<file path="src/rtl/rr_arbiter_4_if.sv">
// ----------------------------------------------------------------------------
// rr_arbiter_4_if
//
// Purpose: bundles the request/grant handshake of the four-requester
// round-robin arbiter so that requesters and the arbiter connect through a
// single port.
//
// Signals:
//   req           [3:0]  request vector, bit i = requester i wants ownership
//   grant         [3:0]  registered grant, 0000 or one-hot
//   grant_valid          registered, equals |grant
//   grant_expired        registered one-cycle pulse after a forced release
//
// Modports:
//   master : requester side (drives req, observes grant outputs)
//   slave  : arbiter side   (observes req, drives grant outputs)
// ----------------------------------------------------------------------------
interface rr_arbiter_4_if;
    logic [3:0] req;
    logic [3:0] grant;
    logic       grant_valid;
    logic       grant_expired;

    modport master (
        output req,
        input  grant,
        input  grant_valid,
        input  grant_expired
    );

    modport slave (
        input  req,
        output grant,
        output grant_valid,
        output grant_expired
    );
endinterface

</file>
<file path="src/rtl/rr_arbiter_4.sv">
// ----------------------------------------------------------------------------
// rr_arbiter_4
//
// Purpose: four-requester round-robin arbiter with a registered one-hot
// grant and a bounded hold time. The grant feeds a 4-to-2 encoder directly,
// so it is only ever 0000 or one-hot.
//
// Parameters:
//   MAX_HOLD  maximum consecutive cycles one owner keeps the grant while
//             others wait (legal range 1..255)
//
// Ports:
//   clk    rising-edge clock
//   rst_n  asynchronous active-low reset
//   bus    rr_arbiter_4_if.slave:
//            req (in), grant / grant_valid / grant_expired (out, registered)
//
// There is no combinational path from req to any output.
// ----------------------------------------------------------------------------
module rr_arbiter_4 #(
    parameter int MAX_HOLD = 8
) (
    input  logic            clk,
    input  logic            rst_n,
    rr_arbiter_4_if.slave   bus
);

    localparam int              CNT_W    = $clog2(MAX_HOLD + 1);
    localparam logic [CNT_W-1:0] HOLD_MAX = CNT_W'(MAX_HOLD);
    localparam logic [CNT_W-1:0] CNT_ONE  = CNT_W'(1);

    typedef enum logic {
        IDLE  = 1'b0,
        GRANT = 1'b1
    } state_t;

    typedef struct packed {
        logic       found;
        logic [1:0] idx;
    } pick_t;

    // Round-robin scan: ptr, ptr+1, ... wrapping mod 4; first set bit wins.
    function automatic pick_t rr_pick(input logic [3:0] r, input logic [1:0] start);
        pick_t      res;
        logic [1:0] idx;
        res = '0;
        for (int k = 0; k < 4; k++) begin
            idx = start + k[1:0];
            if (!res.found && r[idx]) begin
                res.found = 1'b1;
                res.idx   = idx;
            end
        end
        return res;
    endfunction

    function automatic logic [3:0] onehot_of(input logic [1:0] idx);
        return 4'b0001 << idx;
    endfunction

    state_t           state_q,   state_d;
    logic [1:0]       owner_q,   owner_d;
    logic [1:0]       ptr_q,     ptr_d;
    logic [CNT_W-1:0] hold_cnt_q, hold_cnt_d;
    logic [3:0]       grant_q,   grant_d;
    logic             valid_q;
    logic             expired_q, expired_d;

    logic [3:0]       req_masked;
    pick_t            win_all;
    pick_t            win_masked;

    // The owner's own bit is removed so a release always prefers someone else.
    assign req_masked = bus.req & ~onehot_of(owner_q);
    assign win_all    = rr_pick(bus.req, ptr_q);
    assign win_masked = rr_pick(req_masked, ptr_q);

    // ------------------------------------------------------------------
    // Next-state / output logic
    // ------------------------------------------------------------------
    always_comb begin
        state_d    = state_q;
        owner_d    = owner_q;
        ptr_d      = ptr_q;
        hold_cnt_d = hold_cnt_q;
        grant_d    = grant_q;
        expired_d  = 1'b0;

        unique case (state_q)
            IDLE: begin
                if (win_all.found) begin
                    state_d    = GRANT;
                    owner_d    = win_all.idx;
                    grant_d    = onehot_of(win_all.idx);
                    hold_cnt_d = CNT_ONE;
                    ptr_d      = win_all.idx + 2'd1;
                end else begin
                    grant_d    = 4'b0000;
                end
            end

            GRANT: begin
                if (!bus.req[owner_q]) begin
                    // Voluntary release: hand off back-to-back or fall idle.
                    if (win_masked.found) begin
                        owner_d    = win_masked.idx;
                        grant_d    = onehot_of(win_masked.idx);
                        hold_cnt_d = CNT_ONE;
                        ptr_d      = win_masked.idx + 2'd1;
                    end else begin
                        state_d    = IDLE;
                        grant_d    = 4'b0000;
                        hold_cnt_d = '0;
                    end
                end else if (hold_cnt_q == HOLD_MAX) begin
                    // Forced release; a lone owner is simply re-granted.
                    expired_d = 1'b1;
                    if (win_masked.found) begin
                        owner_d    = win_masked.idx;
                        grant_d    = onehot_of(win_masked.idx);
                        hold_cnt_d = CNT_ONE;
                        ptr_d      = win_masked.idx + 2'd1;
                    end else begin
                        hold_cnt_d = CNT_ONE;
                    end
                end else begin
                    hold_cnt_d = hold_cnt_q + CNT_ONE;
                end
            end

            default: begin
                state_d = IDLE;
                grant_d = 4'b0000;
            end
        endcase
    end

    // ------------------------------------------------------------------
    // State and output registers
    // ------------------------------------------------------------------
    always_ff @(posedge clk or negedge rst_n) begin
        if (!rst_n) begin
            state_q    <= IDLE;
            owner_q    <= 2'd0;
            ptr_q      <= 2'd0;
            hold_cnt_q <= '0;
            grant_q    <= 4'b0000;
            valid_q    <= 1'b0;
            expired_q  <= 1'b0;
        end else begin
            state_q    <= state_d;
            owner_q    <= owner_d;
            ptr_q      <= ptr_d;
            hold_cnt_q <= hold_cnt_d;
            grant_q    <= grant_d;
            valid_q    <= |grant_d;
            expired_q  <= expired_d;
        end
    end

    assign bus.grant         = grant_q;
    assign bus.grant_valid   = valid_q;
    assign bus.grant_expired = expired_q;

    // Downstream encoder produces xx on multi-hot input.
    a_grant_onehot0 : assert property (@(posedge clk) disable iff (!rst_n)
        $onehot0(grant_q));

    a_valid_matches : assert property (@(posedge clk) disable iff (!rst_n)
        valid_q == (|grant_q));

endmodule

</file>
<file path="src/flat_wrapper.sv">
// flat-port wrapper written by rule: the top's interface ports become plain ports
module rr_arbiter_4_flat 
#(
    parameter int MAX_HOLD = 8
)
  (clk, rst_n, bus_req, bus_grant, bus_grant_valid, bus_grant_expired);
  rr_arbiter_4_if bus_i ();
  input  logic clk;
  input  logic rst_n;
  input wire logic [$bits(bus_i.req)-1:0] bus_req;
  output wire logic [$bits(bus_i.grant)-1:0] bus_grant;
  output wire logic [$bits(bus_i.grant_valid)-1:0] bus_grant_valid;
  output wire logic [$bits(bus_i.grant_expired)-1:0] bus_grant_expired;
  assign bus_i.req = bus_req;
  assign bus_grant = bus_i.grant;
  assign bus_grant_valid = bus_i.grant_valid;
  assign bus_grant_expired = bus_i.grant_expired;
  rr_arbiter_4 #(.MAX_HOLD(MAX_HOLD)) u_core (.clk(clk), .rst_n(rst_n), .bus(bus_i));
endmodule
</file>
<file path="config.mk">
export PLATFORM = sky130hd
export DESIGN_NAME = rr_arbiter_4_flat
export DESIGN_NICKNAME = d
export VERILOG_FILES = /design/src/rtl/rr_arbiter_4_if.sv /design/src/rtl/rr_arbiter_4.sv /design/src/flat_wrapper.sv
export SDC_FILE = /design/constraint.sdc
export NUM_CORES = 1
export LEC_CHECK = 0
export BUFFER_PORTS_ARGS = -buffer_cell sky130_fd_sc_hd__buf_2
export CELL_PAD_IN_SITES_DETAIL_PLACEMENT = 1
export CELL_PAD_IN_SITES_GLOBAL_PLACEMENT = 2
export CORE_MARGIN = 3
export CORE_UTILIZATION = 38
export CTS_CLUSTER_SIZE = 14
export DETAILED_ROUTE_END_ITERATION = 12
export PLACE_DENSITY = 0.82
export RECOVER_POWER = 100
export SLEW_MARGIN = 20
export SYNTH_ARGS = -nofsm -noshare
export SYNTH_HDL_FRONTEND = slang
export SYNTH_SLANG_ARGS = --single-unit
</file>
<file path="constraint.sdc">
create_clock -name clk -period 3.7 [get_ports clk]
set_input_delay 0.37 -clock clk [delete_from_list [all_inputs] [get_ports clk]]
set_output_delay 0.37 -clock clk [all_outputs]
set_load 0.02 [all_outputs]
</file>
==> impl_metrics.env <==
export IMPL_cp_max_fo=11
export IMPL_dp_hpwl_um=2171
export IMPL_critPathTopFamily="compound AO/OA/AOI/OAI gates"
export IMPL_tightest_slew_ns=0.8577
export IMPL_syn_to_final_growth_pct=4.835
export IMPL_fp_dieH_um=60.74
export IMPL_cts_buffers_inserted=3
export IMPL_rows=19
export IMPL_holdPathEnd="u_core.hold_cnt_q[3]"
export IMPL_synth_top_area_share_pct=32.97
export IMPL_cts_root_buffer="clkbuf_4"
export IMPL_synth_seq_area_share_pct=32.97
export IMPL_dr_first_iter_drc_count=26
export IMPL_via_per_inst=5.855
export IMPL_yosys_top_cells_count="15 x dfrtp_1, 14 x nor2_1, 9 x a21oi_1, 9 x nand2_1, 9 x o21ai_0"
export IMPL_r2r_setup_slack_ns=1.05
export IMPL_rsz0062_at_grt="false"
export IMPL_core_area_sq_mm=0.002805
export IMPL_slew_violations=0
export IMPL_power_frac_seq_pct=33.6
export IMPL_path_cells="nor2b_4, o21ai_2, a311o_1, a221oi_1, a21boi_0, xnor2_1, a21oi_1"
export IMPL_antenna_found_initial=0
export IMPL_place_ws_ns=1.257
export IMPL_antenna_cells=0
export IMPL_cts_sinks=15
export IMPL_start_util_pct=40.59
export IMPL_power_density_mw_per_mm2=825.7
export IMPL_max_freq_ghz=0.3767
export IMPL_setup_viol=0
export IMPL_peakVddDrop_v=0.0003227
export IMPL_intPower_mw=0.5117
export IMPL_fin_skew_ns=0.01504
export IMPL_reg2reg_from="u_core.owner_q[1]"
export IMPL_timing_rr_end="u_core.ptr_q[1]"
export IMPL_drt_wirelength_per_cell_um=17.20
export IMPL_cp_end_kind="register"
export IMPL_setup_ws_ns=1.046
export IMPL_synthCells=127
export IMPL_crit_arrival_ns=2.82
export IMPL_drive_gt1_share_pct=17.91
export IMPL_p_leak_nw=0.5077
export IMPL_final_cells=165
export IMPL_synth_nets=135
export IMPL_clk_insertion_delay_late_ns=0.29
export IMPL_p_clk_share_pct=9.9
export IMPL_clkSlewWorstSetupHoldPaths_ns=0.10
export IMPL_vias=966
export IMPL_cts_resized=0
export IMPL_postCtsSetupBuffers=0
export IMPL_fin_nets=143
export IMPL_worstSetupPathType="register to register"
export IMPL_first_pass_iters=4
export IMPL_clockBufferDepth=2
export IMPL_switching_share_pct=48.09
export IMPL_synth_area_top_cells="dfrtp_1 33%, nor2_1 4.6%, a21oi_1 4.0%"
export IMPL_io_buffers=11
export IMPL_ios=12
export IMPL_finalWeightedCongestion=0.8171
export IMPL_placed_cells=160
export IMPL_min_period_ns=2.654
export IMPL_synthArstFlopShare_pct=100.0
export IMPL_worstPathRequired_ns=3.87
export IMPL_status="finished, final reports clean"
export IMPL_grt_overflow=0
export IMPL_synth_area_sq_mm=0.001139
export IMPL_die_area_sq_mm=0.003689
export IMPL_pwr_share_comb_pct=56.5
export IMPL_startpoint_type="register"
export IMPL_cpMaxStageDelayCell="dfrtp_1"
export IMPL_drt_wl_total_um=2838
export IMPL_startpoint="u_core.owner_q[1]"
export IMPL_grt_pass1_vias=1026
export IMPL_synth_edf_count=0
export IMPL_finalHoldViolations=0
export IMPL_cap_violations=0
export IMPL_grt_pass1_wl_um=4864
export IMPL_synth_most_common_cell="dfrtp_1"
export IMPL_critPathMaxStageDelay_ns=0.60
export IMPL_synth_yosys_warnings=0
export IMPL_yosysTopAreaCell="dfrtp_1"
export IMPL_post_route_period_util_pct=71.74
export IMPL_drc_errors=0
export IMPL_switching_power_mw=0.4740
export IMPL_hold_depth=1
export IMPL_cts_tree="yes"
export IMPL_path_buf_inv=0
export IMPL_htreeDepth=1
export IMPL_ys_seq_elements=15
export IMPL_worstHoldPathType="register to register"
export IMPL_grt_max_degree=16
export IMPL_syn_mean_instance_area_sq_um=8.965
export IMPL_synthFlopType="dfrtp_1"
export IMPL_setup_tns_ns=0
export IMPL_max_slew_margin_pct=42.82
export IMPL_cp_depth=7
export IMPL_ant_nets=0
export IMPL_fp_dieW_um=60.74
export IMPL_synth_cell_types=53
export IMPL_hold_start="u_core.hold_cnt_q[3]"
export IMPL_grtUsageTotal_pct=17.65
export IMPL_worstRegToRegCells=7
layout by cell type, fill, tap and decap left out, drive strengths merged, types with 2 or more instances in the layout:
| master | instances |
|---|---|
| o32a | 2 |
| nand2 | 10 |
| nand3 | 3 |
| a21o | 2 |
| o21ai | 11 |
| mux2 | 2 |
| buf | 3 |
| inv | 8 |
| dfrtp | 15 |
| ha | 2 |
| a21oi | 10 |
| a211oi | 2 |
| nor2b | 2 |
| a221oi | 3 |
| nand2b | 4 |
| nor4 | 4 |
| and3 | 2 |
| o31ai | 2 |
| nor2 | 14 |
| clkbuf | 11 |
| nor3 | 2 |
state kept, by name (all words and copies together), names as in the netlist:
register,flops
u_core.bus.grant,4
u_core.hold_cnt_q,4
u_core.owner_q,2
u_core.ptr_q,2
u_core.bus.grant_expired,1
u_core.bus.grant_valid,1
u_core.state_q,1
cell type report:
type	count	area [sq um]
multi-input cells	95	664.4
fillers	334	1612
well taps	31	38.79
flip-flops and latches	15	375.4
clock buffers	3	22.52
inverters	8	32.53
clock inverters	1	5.005
repair buffers	12	55.05
logic make-up after synthesis:
| family | after synthesis | synth area share (%) |
|---|---|---|
| simple gates | 47 | 22.64 |
| fa+ha+maj | 3 | 3.186 |
| flops | 15 | 32.97 |
| mux | 3 | 4.285 |
| compound gates | 41 | 28.02 |
| xor+xnor | 1 | 0.7694 |
| buf+inv | 17 | 8.132 |
worst max path at each step:
stage,to,slack [ns]
finish,u_core.ptr_q[1],1.05
global route,u_core.ptr_q[1],0.85
CTS,u_core.ptr_q[0],1.23
detailed placement,u_core.ptr_q[0],1.26
global placement,u_core.bus.grant_valid,1.33
floorplan,u_core.bus.grant_valid,1.65
metrics by stage:
step | cell area (sq um) | hold slack [ns] | total power [mW] | util, %
6_report | 1194 | 0.5103 | 0.9856 | 42.55
5_1_grt | 1194 | 0.5474 | 1.083 | 42.55
4_1_cts | 1210 | 0.4995 | 1.014 | 43.13
3_5_place_dp | 1172 | 0.2987 | 0.9078 | 41.79
3_3_place_gp | 1172 | 0.2958 | 0.8920 | 41.79
2_1_floorplan | 1139 | 0.07441 | 0.7957 | -
metal layers:
metal / share of wire (%) / global-route usage [%]
met5: 0 / 0
met4: 2.4 / 5.882
met3: 2.5 / 4.468
met2: 48 / 28.55
met1: 47 / 22.96
power by group through the flow:
stage	Clock, mW	Combinational (mW)	Sequential, mW
after floorplan	0	0.501	0.295
after detailed placement	0	0.574	0.334
after CTS	0.103	0.579	0.331
after global placement	0	0.560	0.332
after global routing	0.113	0.624	0.346
final	0.0972	0.557	0.332
timing repair:
| action | 4_1_cts | 5_1_grt |
|---|---|---|
| hold buffers | 1 | 0 |
| endpoints found under the setup margin | 0 | 0 |
| hold endpoints to repair | 15 | 0 |
Power figures use the tool's default switching activity.
